`src/rtl/cpu_ctrl_fsm_pkg.sv`:
```
// Shared encodings for the simple RISC CPU control path: FSM states,
// instruction field values, datapath select encodings and the strobe bundle.
package cpu_ctrl_pkg;

    typedef enum logic [3:0] {
        S_RST,
        S_IF1,
        S_IF2,
        S_UPDPC,
        S_DEC,
        S_GETA,
        S_GETB,
        S_EXEC,
        S_WB,
        S_WIMM,
        S_HALT
    } state_t;

    // opcode field IR[15:13]
    localparam logic [2:0] OPC_MOV  = 3'b110;
    localparam logic [2:0] OPC_ALU  = 3'b101;
    localparam logic [2:0] OPC_HALT = 3'b111;

    // op field IR[12:11]
    localparam logic [1:0] OP_MOV_REG = 2'b00;
    localparam logic [1:0] OP_MOV_IMM = 2'b10;
    localparam logic [1:0] OP_ADD     = 2'b00;
    localparam logic [1:0] OP_CMP     = 2'b01;
    localparam logic [1:0] OP_AND     = 2'b10;
    localparam logic [1:0] OP_MVN     = 2'b11;

    localparam logic [1:0] MEM_NONE  = 2'b00;
    localparam logic [1:0] MEM_READ  = 2'b01;
    localparam logic [1:0] MEM_WRITE = 2'b10;

    localparam logic [1:0] REG_RN = 2'b00;
    localparam logic [1:0] REG_RD = 2'b01;
    localparam logic [1:0] REG_RM = 2'b10;

    localparam logic [1:0] VSEL_C      = 2'b00;
    localparam logic [1:0] VSEL_SXIMM8 = 2'b01;

    localparam logic [1:0] ALU_ADD = 2'b00;
    localparam logic [1:0] ALU_CMP = 2'b01;
    localparam logic [1:0] ALU_AND = 2'b10;
    localparam logic [1:0] ALU_MVN = 2'b11;

    typedef struct packed {
        logic       reset_pc;
        logic       load_pc;
        logic       addr_sel;
        logic [1:0] mem_cmd;
        logic       load_ir;
        logic [1:0] reg_sel;
        logic [1:0] vsel;
        logic       write;
        logic       loada;
        logic       loadb;
        logic       loadc;
        logic       loads;
        logic       asel;
        logic [1:0] alu_op;
        logic       waiting;
        logic       halted;
    } ctrl_t;

    // CMP is the only ALU instruction without a write-back cycle
    function automatic logic is_cmp(input logic [2:0] opcode, input logic [1:0] op);
        return (opcode == OPC_ALU) && (op == OP_CMP);
    endfunction

endpackage

```
`src/rtl/cpu_ctrl_fsm_if.sv`:
```
// Bundle between the control FSM and the CPU datapath: decoded IR fields in,
// every load/select strobe plus status flags and the retired count out.
interface cpu_ctrl_if #(parameter int CNT_W = 16);

    logic [2:0]       opcode;
    logic [1:0]       op;
    logic             reset_pc;
    logic             load_pc;
    logic             addr_sel;
    logic [1:0]       mem_cmd;
    logic             load_ir;
    logic [1:0]       reg_sel;
    logic [1:0]       vsel;
    logic             write;
    logic             loada;
    logic             loadb;
    logic             loadc;
    logic             loads;
    logic             asel;
    logic [1:0]       alu_op;
    logic             waiting;
    logic             halted;
    logic [CNT_W-1:0] retired;

    modport ctrl (
        input  opcode, op,
        output reset_pc, load_pc, addr_sel, mem_cmd, load_ir, reg_sel, vsel,
               write, loada, loadb, loadc, loads, asel, alu_op,
               waiting, halted, retired
    );

    modport dp (
        output opcode, op,
        input  reset_pc, load_pc, addr_sel, mem_cmd, load_ir, reg_sel, vsel,
               write, loada, loadb, loadc, loads, asel, alu_op,
               waiting, halted, retired
    );

endinterface

```
`src/rtl/cpu_ctrl_fsm_outdec.sv`:
```
// Moore output decoder: maps the current state to the strobe bundle. Only the
// execute state looks at the instruction fields, to pick ALU operation and
// which result register to load.
import cpu_ctrl_pkg::*;

module cpu_ctrl_outdec (
    input  state_t     state_i,
    input  logic [2:0] opcode_i,
    input  logic [1:0] op_i,
    output ctrl_t      ctrl_o
);

    // Every strobe defaults low and every select to zero; states only raise what they use
    always_comb begin
        ctrl_o = '0;
        case (state_i)
            S_RST: begin
                ctrl_o.reset_pc = 1'b1;
                ctrl_o.load_pc  = 1'b1;
            end
            S_IF1: begin
                ctrl_o.addr_sel = 1'b1;
                ctrl_o.mem_cmd  = MEM_READ;
                ctrl_o.waiting  = 1'b1;
            end
            S_IF2: begin
                ctrl_o.addr_sel = 1'b1;
                ctrl_o.mem_cmd  = MEM_READ;
                ctrl_o.load_ir  = 1'b1;
            end
            S_UPDPC: begin
                ctrl_o.load_pc = 1'b1;
            end
            S_GETA: begin
                ctrl_o.reg_sel = REG_RN;
                ctrl_o.loada   = 1'b1;
            end
            S_GETB: begin
                ctrl_o.reg_sel = REG_RM;
                ctrl_o.loadb   = 1'b1;
            end
            S_EXEC: begin
                if (opcode_i == OPC_MOV) begin
                    // MOV reg passes Rm through the ALU as 0 + B
                    ctrl_o.asel   = 1'b1;
                    ctrl_o.alu_op = ALU_ADD;
                    ctrl_o.loadc  = 1'b1;
                end else begin
                    ctrl_o.alu_op = op_i;
                    ctrl_o.asel   = (op_i == OP_MVN);
                    if (op_i == OP_CMP) begin
                        ctrl_o.loads = 1'b1;
                    end else begin
                        ctrl_o.loadc = 1'b1;
                    end
                end
            end
            S_WB: begin
                ctrl_o.reg_sel = REG_RD;
                ctrl_o.vsel    = VSEL_C;
                ctrl_o.write   = 1'b1;
            end
            S_WIMM: begin
                ctrl_o.reg_sel = REG_RN;
                ctrl_o.vsel    = VSEL_SXIMM8;
                ctrl_o.write   = 1'b1;
            end
            S_HALT: begin
                ctrl_o.waiting = 1'b1;
                ctrl_o.halted  = 1'b1;
            end
            default: ctrl_o = '0;
        endcase
    end

endmodule

```
`src/rtl/cpu_ctrl_fsm.sv`:
```
// Main control FSM of the 16-bit RISC CPU: state register, next-state decode
// and the retired-instruction counter. Strobes come from cpu_ctrl_outdec.
import cpu_ctrl_pkg::*;

module cpu_ctrl_fsm #(
    parameter int CNT_W = 16
) (
    input  logic       clk,
    input  logic       rst,
    cpu_ctrl_if.ctrl   bus
);

    state_t           state_q, state_d;
    logic [CNT_W-1:0] retired_q, retired_d;
    logic             retire;
    ctrl_t            ctrl;

    // Next-state decode; IR fields are only consulted in decode and execute
    always_comb begin
        state_d = state_q;
        case (state_q)
            S_RST:   state_d = S_IF1;
            S_IF1:   state_d = S_IF2;
            S_IF2:   state_d = S_UPDPC;
            S_UPDPC: state_d = S_DEC;
            S_DEC: begin
                if (bus.opcode == OPC_MOV && bus.op == OP_MOV_IMM) begin
                    state_d = S_WIMM;
                end else if (bus.opcode == OPC_MOV && bus.op == OP_MOV_REG) begin
                    state_d = S_GETB;
                end else if (bus.opcode == OPC_ALU && bus.op == OP_MVN) begin
                    state_d = S_GETB;
                end else if (bus.opcode == OPC_ALU) begin
                    state_d = S_GETA;
                end else if (bus.opcode == OPC_HALT) begin
                    state_d = S_HALT;
                end else begin
                    state_d = S_IF1;   // unsupported encoding retires as a NOP
                end
            end
            S_GETA:  state_d = S_GETB;
            S_GETB:  state_d = S_EXEC;
            S_EXEC:  state_d = is_cmp(bus.opcode, bus.op) ? S_IF1 : S_WB;
            S_WB:    state_d = S_IF1;
            S_WIMM:  state_d = S_IF1;
            S_HALT:  state_d = S_HALT;
            default: state_d = S_RST;
        endcase
    end

    // An instruction retires on the edge that finishes it: write-back, CMP
    // execute, NOP decode, or the step into halt
    always_comb begin
        retire = 1'b0;
        case (state_q)
            S_WB, S_WIMM: retire = 1'b1;
            S_EXEC:       retire = is_cmp(bus.opcode, bus.op);
            S_DEC:        retire = (state_d == S_IF1) || (state_d == S_HALT);
            default:      retire = 1'b0;
        endcase
        retired_d = retire ? retired_q + CNT_W'(1) : retired_q;
    end

    // State and counter registers; reset wins over any in-flight instruction
    always_ff @(posedge clk) begin
        if (rst) begin
            state_q   <= S_RST;
            retired_q <= '0;
        end else begin
            state_q   <= state_d;
            retired_q <= retired_d;
        end
    end

    cpu_ctrl_outdec u_outdec (
        .state_i  (state_q),
        .opcode_i (bus.opcode),
        .op_i     (bus.op),
        .ctrl_o   (ctrl)
    );

    assign bus.reset_pc = ctrl.reset_pc;
    assign bus.load_pc  = ctrl.load_pc;
    assign bus.addr_sel = ctrl.addr_sel;
    assign bus.mem_cmd  = ctrl.mem_cmd;
    assign bus.load_ir  = ctrl.load_ir;
    assign bus.reg_sel  = ctrl.reg_sel;
    assign bus.vsel     = ctrl.vsel;
    assign bus.write    = ctrl.write;
    assign bus.loada    = ctrl.loada;
    assign bus.loadb    = ctrl.loadb;
    assign bus.loadc    = ctrl.loadc;
    assign bus.loads    = ctrl.loads;
    assign bus.asel     = ctrl.asel;
    assign bus.alu_op   = ctrl.alu_op;
    assign bus.waiting  = ctrl.waiting;
    assign bus.halted   = ctrl.halted;
    assign bus.retired  = retired_q;

endmodule

```
`src/flat_wrapper.sv`:
```
// flat-port wrapper written by rule: the top's interface ports become plain ports
module cpu_ctrl_fsm_flat 
#(
    parameter int CNT_W = 16
)
  (clk, rst, bus_opcode, bus_op, bus_reset_pc, bus_load_pc, bus_addr_sel, bus_mem_cmd, bus_load_ir, bus_reg_sel, bus_vsel, bus_write, bus_loada, bus_loadb, bus_loadc, bus_loads, bus_asel, bus_alu_op, bus_waiting, bus_halted, bus_retired);
  cpu_ctrl_if #(.CNT_W(CNT_W)) bus_i ();
  input  logic clk;
  input  logic rst;
  input wire logic [$bits(bus_i.opcode)-1:0] bus_opcode;
  input wire logic [$bits(bus_i.op)-1:0] bus_op;
  output wire logic [$bits(bus_i.reset_pc)-1:0] bus_reset_pc;
  output wire logic [$bits(bus_i.load_pc)-1:0] bus_load_pc;
  output wire logic [$bits(bus_i.addr_sel)-1:0] bus_addr_sel;
  output wire logic [$bits(bus_i.mem_cmd)-1:0] bus_mem_cmd;
  output wire logic [$bits(bus_i.load_ir)-1:0] bus_load_ir;
  output wire logic [$bits(bus_i.reg_sel)-1:0] bus_reg_sel;
  output wire logic [$bits(bus_i.vsel)-1:0] bus_vsel;
  output wire logic [$bits(bus_i.write)-1:0] bus_write;
  output wire logic [$bits(bus_i.loada)-1:0] bus_loada;
  output wire logic [$bits(bus_i.loadb)-1:0] bus_loadb;
  output wire logic [$bits(bus_i.loadc)-1:0] bus_loadc;
  output wire logic [$bits(bus_i.loads)-1:0] bus_loads;
  output wire logic [$bits(bus_i.asel)-1:0] bus_asel;
  output wire logic [$bits(bus_i.alu_op)-1:0] bus_alu_op;
  output wire logic [$bits(bus_i.waiting)-1:0] bus_waiting;
  output wire logic [$bits(bus_i.halted)-1:0] bus_halted;
  output wire logic [$bits(bus_i.retired)-1:0] bus_retired;
  assign bus_i.opcode = bus_opcode;
  assign bus_i.op = bus_op;
  assign bus_reset_pc = bus_i.reset_pc;
  assign bus_load_pc = bus_i.load_pc;
  assign bus_addr_sel = bus_i.addr_sel;
  assign bus_mem_cmd = bus_i.mem_cmd;
  assign bus_load_ir = bus_i.load_ir;
  assign bus_reg_sel = bus_i.reg_sel;
  assign bus_vsel = bus_i.vsel;
  assign bus_write = bus_i.write;
  assign bus_loada = bus_i.loada;
  assign bus_loadb = bus_i.loadb;
  assign bus_loadc = bus_i.loadc;
  assign bus_loads = bus_i.loads;
  assign bus_asel = bus_i.asel;
  assign bus_alu_op = bus_i.alu_op;
  assign bus_waiting = bus_i.waiting;
  assign bus_halted = bus_i.halted;
  assign bus_retired = bus_i.retired;
  cpu_ctrl_fsm #(.CNT_W(CNT_W)) u_core (.clk(clk), .rst(rst), .bus(bus_i));
endmodule
```
`config.mk`:
```
export PLATFORM = sky130hd
export DESIGN_NAME = cpu_ctrl_fsm_flat
export DESIGN_NICKNAME = d
export VERILOG_FILES = /design/src/rtl/cpu_ctrl_fsm_pkg.sv /design/src/rtl/cpu_ctrl_fsm_if.sv /design/src/rtl/cpu_ctrl_fsm_outdec.sv /design/src/rtl/cpu_ctrl_fsm.sv /design/src/flat_wrapper.sv
export SDC_FILE = /design/constraint.sdc
export NUM_CORES = 1
export LEC_CHECK = 0
export BUFFER_PORTS_ARGS = -buffer_cell sky130_fd_sc_hd__buf_2
export CORE_MARGIN = 3
export CORE_UTILIZATION = 56
export CTS_CLUSTER_DIAMETER = 150
export DETAILED_ROUTE_END_ITERATION = 6
export GPL_TIMING_DRIVEN = 0
export HOLD_SLACK_MARGIN = 0.08
export PLACE_DENSITY = 0.84
export SYNTH_ARGS = -nofsm -noshare
export SYNTH_HDL_FRONTEND = slang
export SYNTH_SLANG_ARGS = --single-unit
```
`constraint.sdc`:
```
create_clock -name clk -period 4.8 [get_ports clk]
set_clock_uncertainty 0.1 [all_clocks]
set_input_delay 0.72 -clock clk [delete_from_list [all_inputs] [get_ports clk]]
set_output_delay 0.72 -clock clk [all_outputs]
set_load 0.01 [all_outputs]
```
======== Word level (Yosys, flattened, before mapping) ========
Index checks and enable logic that the tools add are counted.
storage, ports and cells
  bits in registers ....................... 20
operators by class
  add/subtract/negate cells ............... 1
  muxes and demuxes ....................... 24
  eq/ne operators ......................... 18
  reductions and logical operators ........ 12
operator list
  operator                 count
  $pmux W4 S9              1
  $mux W4                  6
  $add A16 B1 Y16 const B  1
  $eq A4 B3 Y1 const B     4
  $eq A4 B4 Y1 const B     4
  $mux W1                  11
  $eq A3 B3 Y1 const B     3
  $eq A4 B1 Y1 const B     2
  $eq A4 B2 Y1 const B     2
  $pmux W2 S2              2
  $reduce_or A2 Y1         4
  $mux W3                  2
  $mux W5                  1
  $eq A2 B2 Y1 const B     2
  $logic_and A1 B1 Y1      4
  $logic_not A4 Y1         1
  $pmux W1 S3              1
  $reduce_or A3 Y1         1
  $eq A2 B1 Y1 const B     1
  $logic_not A2 Y1         1
  $logic_or A1 B1 Y1       1

======== Depth between registers and ports, before layout ========
  word-level depth ........................ 10
  mapped depth ............................ 8
  gate-level depth less buffers ........... 6

======== Modules after synthesis ========
Synthesis repeated with hierarchy kept, for this count alone.
second synthesis, totals
  cells, all modules ...................... 183
  area total of the unflattened synthesis .. 1441.4 um^2
modules (own cells, without submodules)
  module           cells each  times used  sequential area each (um^2)  area an instance (um^2)
  cpu_ctrl_fsm     149         1           400.4                        1184.9
  cpu_ctrl_outdec  34          1           0.0                          256.5

======== Worst setup path before layout ========
Ideal clock, no wire load.
  path type ............................... input -> register
  start point ............................. input bus_opcode[2]
  end point ............................... register u_core.retired_q[14] (netlist: u_core.bus.retired[14])
  buffers on the path ..................... 2
  stages on the path ...................... 8
  setup slack ............................. 2.300 ns
  required time ........................... 4.579 ns
  setup time .............................. 0.121 ns
  arrival ................................. 2.279 ns
  path through ............................ buf_6 -> nor2b_1 -> a221o_1 -> o311ai_4 -> buf_6 -> nand4_1 -> a21oi_2 -> mux2_4
on the way
  cells in the longest elaborated chain, start to end .. 10
  elaborated cells on any way between the ends .. 18
  classes of those cells .................. eq/ne (5); mux (8); reduce/logical (5)
ends and longest elaborated chain
  element                                       RTL line            text
  start, declared                               flat_wrapper.sv:10  input wire logic [$bits(bus_i.opcode)-1:0] bus_opcode;
  $eq A3 B3 Y1                                  cpu_ctrl_fsm.sv:35  end else if (bus.opcode == OPC_HALT) begin
  $mux W4                                       cpu_ctrl_fsm.sv:35
  $mux W4                                       cpu_ctrl_fsm.sv:33  end else if (bus.opcode == OPC_ALU) begin
  $mux W4                                       cpu_ctrl_fsm.sv:31  end else if (bus.opcode == OPC_ALU && bus.op == OP_MVN) begin
  $mux W4                                       cpu_ctrl_fsm.sv:29  end else if (bus.opcode == OPC_MOV && bus.op == OP_MOV_REG) begin
  $mux W4                                       cpu_ctrl_fsm.sv:27  if (bus.opcode == OPC_MOV && bus.op == OP_MOV_IMM) begin
  $pmux W4 S9                                   cpu_ctrl_fsm.sv:21  case (state_q)
  $eq A4 B1 Y1 or $eq A4 B4 Y1 (tied branches)  cpu_ctrl_fsm.sv:58  S_DEC: retire = (state_d == S_IF1) || (state_d == S_HALT);
  $logic_or A1 B1 Y1                            cpu_ctrl_fsm.sv:58
  $pmux W1 S3 (*)                               cpu_ctrl_fsm.sv:55  case (state_q)
  end signal, assigned                          cpu_ctrl_fsm.sv:71  retired_q <= retired_d;
  end, declared                                 cpu_ctrl_fsm.sv:14  logic [CNT_W-1:0] retired_q, retired_d;
Every way passes the cells marked *; elsewhere a longest branch is shown, timed or not.
A chain may end at the register's enable or synchronous reset.

======== Worst setup path after layout ========
  start point ............................. register u_core.state_q[0]
  end point ............................... output bus_alu_op[1]
on the way
  cells in the longest elaborated chain, start to end .. 2
ends and longest elaborated chain
  element                 RTL line                   text
  start, declared         cpu_ctrl_fsm.sv:13         state_t state_q, state_d;
  start signal, assigned  cpu_ctrl_fsm.sv:70         state_q <= state_d;
  $eq A4 B3 Y1            cpu_ctrl_fsm_outdec.sv:16  case (state_i)
  $mux W5                 cpu_ctrl_fsm_outdec.sv:16
  end, declared           flat_wrapper.sv:25         output wire logic [$bits(bus_i.alu_op)-1:0] bus_alu_op;
No other way between the ends.

==> reports/results.env <==
AREAGROWTHSYNTHTOFINISH_PCT=16.9
REG2REG_SLACK_NS=2.44
POSTCTSSETUPREPAIRBUFS=0
DR_TOTAL_VIAS=1472
CRIT_TOP_CELL='buf_2'
CTSRESIZECOUNT=0
ROUTED_WL_MM=3.46
GRT_USE_TOTAL_PCT=21.3
POWER_PER_CELL_AREA_nW_PER_UM2=214
CLOCK_SINKS=20
TIMING.CRITICAL_PATH.SLOWEST_CELL_DELAY_NS=0.35
VDD_IR_MAX_V=0.000286
NUMBER_OF_CELL_ROWS=18
GRT_PASS1_WL_MM=5.97
CLOCK_LATENCY_ON_THE_WORST_SKEW_PAIR_NS=0.31
CTS-ROOT-TO-SINK-BUFFERS=2
FINAL_MAX_SLEW_VIOLATION_COUNT=0
TIMING.MAX_CAP.VIOLATIONS=0
STATUS='finished, final reports clean'
PERIOD_NEEDED_NS=2.47
YOSYSWARNINGCOUNT=0
MIN_PATH_CELLS=2
SYNTHESIS.AREA_PER_INSTANCE_UM2=8.41
WORST_R2R_PATH_DEPTH=8
WORSTHOLDSTART='u_core.bus.retired[1]$_SDFFE_PP0P_'
SYN-INSTANCE-COUNT=189
CTS_TREE='built'
LAYOUT_COMMONEST_CELL='buf_2'
HOLD_BUFFERS=0
WL_PER_CELL_UM=13.2
TRITONCTS.NUM_BUFFERS=3
CRIT_FANOUT=10
WORST-PATH-BUF-INV=2
DETAIL_ROUTE.FIRST_PASS.ITERATIONS=4
HOLD_VIOL_FINAL=0
MULTI_INPUT_GATE_AREA_IN_THE_FINAL_LAYOUT_UM2=1060
FINAL_NETS=241
DRC_ERRORS=0
CRIT-REG2REG-CAPTURE='u_core.bus.retired[5]$_SDFFE_PP0P_'
FINAL.HOLD.WORST_SLACK_NS=0.429
IO_PINS=43
WORSTPATHARRIVAL_NS=1.65
REGISTER_AREA_UM2=400
NUMPORTBUFFERS=38
ANT_NETS=0
CTS.ROOT.BUFFER_CELL='clkbuf_4'
SYNTH.YOSYS.SEQ_AREA_SHARE_PCT=25.2
LARGEST_NET_DEGREE_AT_THE_START_OF_GLOBAL_ROUTING=12
CP_TOP_FAMILY='simple AND/OR/NAND/NOR gates'
CLK_PIN_SLEW_WORST_PATHS_NS=0.11
GR-TOTAL-OVERFLOW=0
START_UTIL_PCT=61.4
TNS_NS=0
P_LEAK_nW=0.883
HOLD_PATH_END='u_core.bus.retired[1]$_SDFFE_PP0P_'
WORST_HOLD_PATH_TYPE='reg -> reg'
FP.COREAREA_UM2=2590
YS_FF_LATCH=20
PATH_CLASS='reg -> out'
CRITICAL-PATH-SLOWEST-CELL='dfxtp_1'
LAYOUT_COMMON_CELLS='buf_2, nor2_1, dfxtp_1, nor2b_1'
ROUTE.DETAILED.VIAS_PER_INST=5.62
GRT_SETUP_UNREPAIRED='false'
ANTENNA_FOUND_INITIAL=0
DIE_HEIGHT_UM=59.3
FLOORPLAN.DIE_AREA_UM2=3510
WORSTSETUPENDPOINTTYPE='primary output'
VIAS_IN_THE_FIRST_GLOBAL_ROUTE=1367
DIEWIDTH_UM=59.3
DISTINCT_CELLS_SYNTH=43
ANTENNADIODECOUNT=0
REGTOREGSTARTPOINT='u_core.state_q[0]$_SDFF_PP0_'
FINAL_MIN_PERIOD_OVER_CLOCK_PERIOD_PCT=51.4
POST-ROUTE-UTIL_PCT=71.7
SYNTH_AREA_UM2=1590
HTREE_LEVELS=1
FILLER_CELLS_INSERTED=223
TIMING.CRITICAL_PATH.REQUIRED_NS=3.98
REPORT.FINAL.SETUP_VIOL=0
DRC_VIOLATION_TOTAL_AFTER_THE_FIRST_TRITONROUTE_ITERATION=46
LAYOUT-DRIVE-GT1-SHARE_PCT=35.8
HPWL_DP_MM=2.63
TIMING.CRITICAL_PATH.FROM_TYPE='flop'
CRIT_PATH_CELL_TRACE='buf_2 > nand4b_1 > a31oi_1 > and2_1 > buf_2'
GP_CONGESTION=0.805
TIMING.FMAX_MHz=406
## area by class of cell
cell class / instances / share of cell area, %
buffer: 18 / 6.54
inverter: 4 / 0.809
sequential: 20 / 21.6
clock buffer: 4 / 1.95
tap: 30 / 2.02
multi-input combinational: 148 / 56.9
timing repair buffer: 38 / 10.2
## power breakdown
| group | internal (W) | leakage [nW] | switching (W) |
|---|---|---|---|
| Combinational | 0.0000487 | 0.701 | 0.0000778 |
| Sequential | 0.000169 | 0.162 | 0.00000177 |
| Clock | 0.0000464 | 0.0210 | 0.0000541 |
## worst max-delay path by stage
stage	from	to	slack (ns)	cells past startpoint
finish	u_core.state_q[0]$_SDFF_PP0_	bus_alu_op[1]	2.33	5
floorplan	bus_opcode[2]	u_core.bus.retired[14]$_SDFFE_PP0P_	2.30	8
global placement	bus_opcode[0]	u_core.bus.retired[14]$_SDFFE_PP0P_	2.07	8
detailed placement	bus_opcode[1]	u_core.bus.retired[5]$_SDFFE_PP0P_	2.05	8
CTS	u_core.state_q[0]$_SDFF_PP0_	bus_alu_op[1]	2.33	5
global route	u_core.state_q[0]$_SDFF_PP0_	bus_alu_op[1]	2.23	5
## logic make-up after synthesis
logic type | Yosys count | share of synthesized area, %
AO/OA/AOI/OAI | 32 | 16.4
XOR/XNOR | 1 | 0.551
adder cells (fa/ha/maj) | 1 | 0.787
buffers and inverters | 22 | 8.58
flip-flops | 20 | 25.2
multiplexers | 17 | 14.3
other | 1 | 0.236
AND/OR/NAND/NOR | 95 | 33.9
## sequential cells by signal, indices dropped and copies added (netlist names)
signal / cells
u_core.state_q: 4
u_core.bus.retired: 16
## stage by stage
stage                     total power, W  worst slack [ns]  cell area, um2  std cells
after floorplan                 0.000271              2.30            1590        190
after global placement          0.000300              2.07            1820        258
after detailed placement        0.000301              2.05            1820        258
after CTS                       0.000402              2.33            1860        262
after global routing            0.000420              2.23            1860        262
final                           0.000398              2.33            1860        262
## Yosys cell counts
| master | count | area share, % |
|---|---|---|
| and2b_2 | 1 | 0.55 |
| nor3b_2 | 1 | 0.79 |
| nand4bb_1 | 2 | 1.4 |
| o311ai_4 | 1 | 1.7 |
| and2_1 | 6 | 2.4 |
| o21ai_2 | 1 | 0.55 |
| buf_6 | 2 | 1.4 |
| nor2b_4 | 1 | 0.87 |
| buf_2 | 4 | 1.3 |
| nand4b_1 | 1 | 0.55 |
| a21oi_2 | 10 | 5.5 |
| nor2b_1 | 16 | 6.3 |
| a221o_1 | 2 | 1.3 |
| mux2i_1 | 1 | 0.63 |
| inv_1 | 4 | 0.94 |
| nand2b_1 | 10 | 3.9 |
| nand3_1 | 8 | 2.5 |
| nand2_1 | 7 | 1.7 |
| nor2_1 | 22 | 5.2 |
| dfxtp_1 | 20 | 25 |
| clkbuf_1 | 5 | 1.2 |
| nand4_1 | 5 | 2.0 |
| nor4_1 | 1 | 0.39 |
| and3_1 | 7 | 2.8 |
| a21oi_1 | 7 | 2.2 |
| ha_1 | 1 | 0.79 |
| o21ai_0 | 1 | 0.31 |
| a21boi_1 | 2 | 0.94 |
| a211oi_2 | 1 | 0.79 |
| buf_4 | 6 | 2.8 |
| nor2b_2 | 1 | 0.55 |
| o21bai_1 | 1 | 0.47 |
| mux2_2 | 1 | 0.71 |
| and4_1 | 1 | 0.55 |
| a31oi_1 | 3 | 1.2 |
| a211oi_1 | 2 | 0.94 |
| mux2_4 | 10 | 9.4 |
| mux2_1 | 5 | 3.5 |
| xnor2_1 | 1 | 0.55 |
| buf_8 | 1 | 0.94 |
| nor3_1 | 5 | 1.6 |
| conb_1 | 1 | 0.24 |
| a311oi_1 | 1 | 0.55 |
## layer usage
| metal | vias to the layer above | routed length (um) | track usage [%] | share of wire [%] |
|---|---|---|---|---|
| li1 | 742 | - | - | - |
| met1 | 693 | 1670 | 29.5 | 48 |
| met2 | 34 | 1610 | 34.3 | 47 |
| met3 | 3 | 168 | 4.58 | 4.9 |
| met4 | 0 | 12 | 3.56 | 0.35 |
| met5 | - | 0 | 0 | 0 |
## worst register-to-register path: cells and delay by family (launching register included)
kind                   cells  cell delay (ns)
AND/OR/NAND/NOR            3             0.70
flip-flops                 1             0.35
multiplexers               1             0.34
AO/OA/AOI/OAI              2             0.37
buffers and inverters      2             0.41
(Power assumes the default switching activity.)
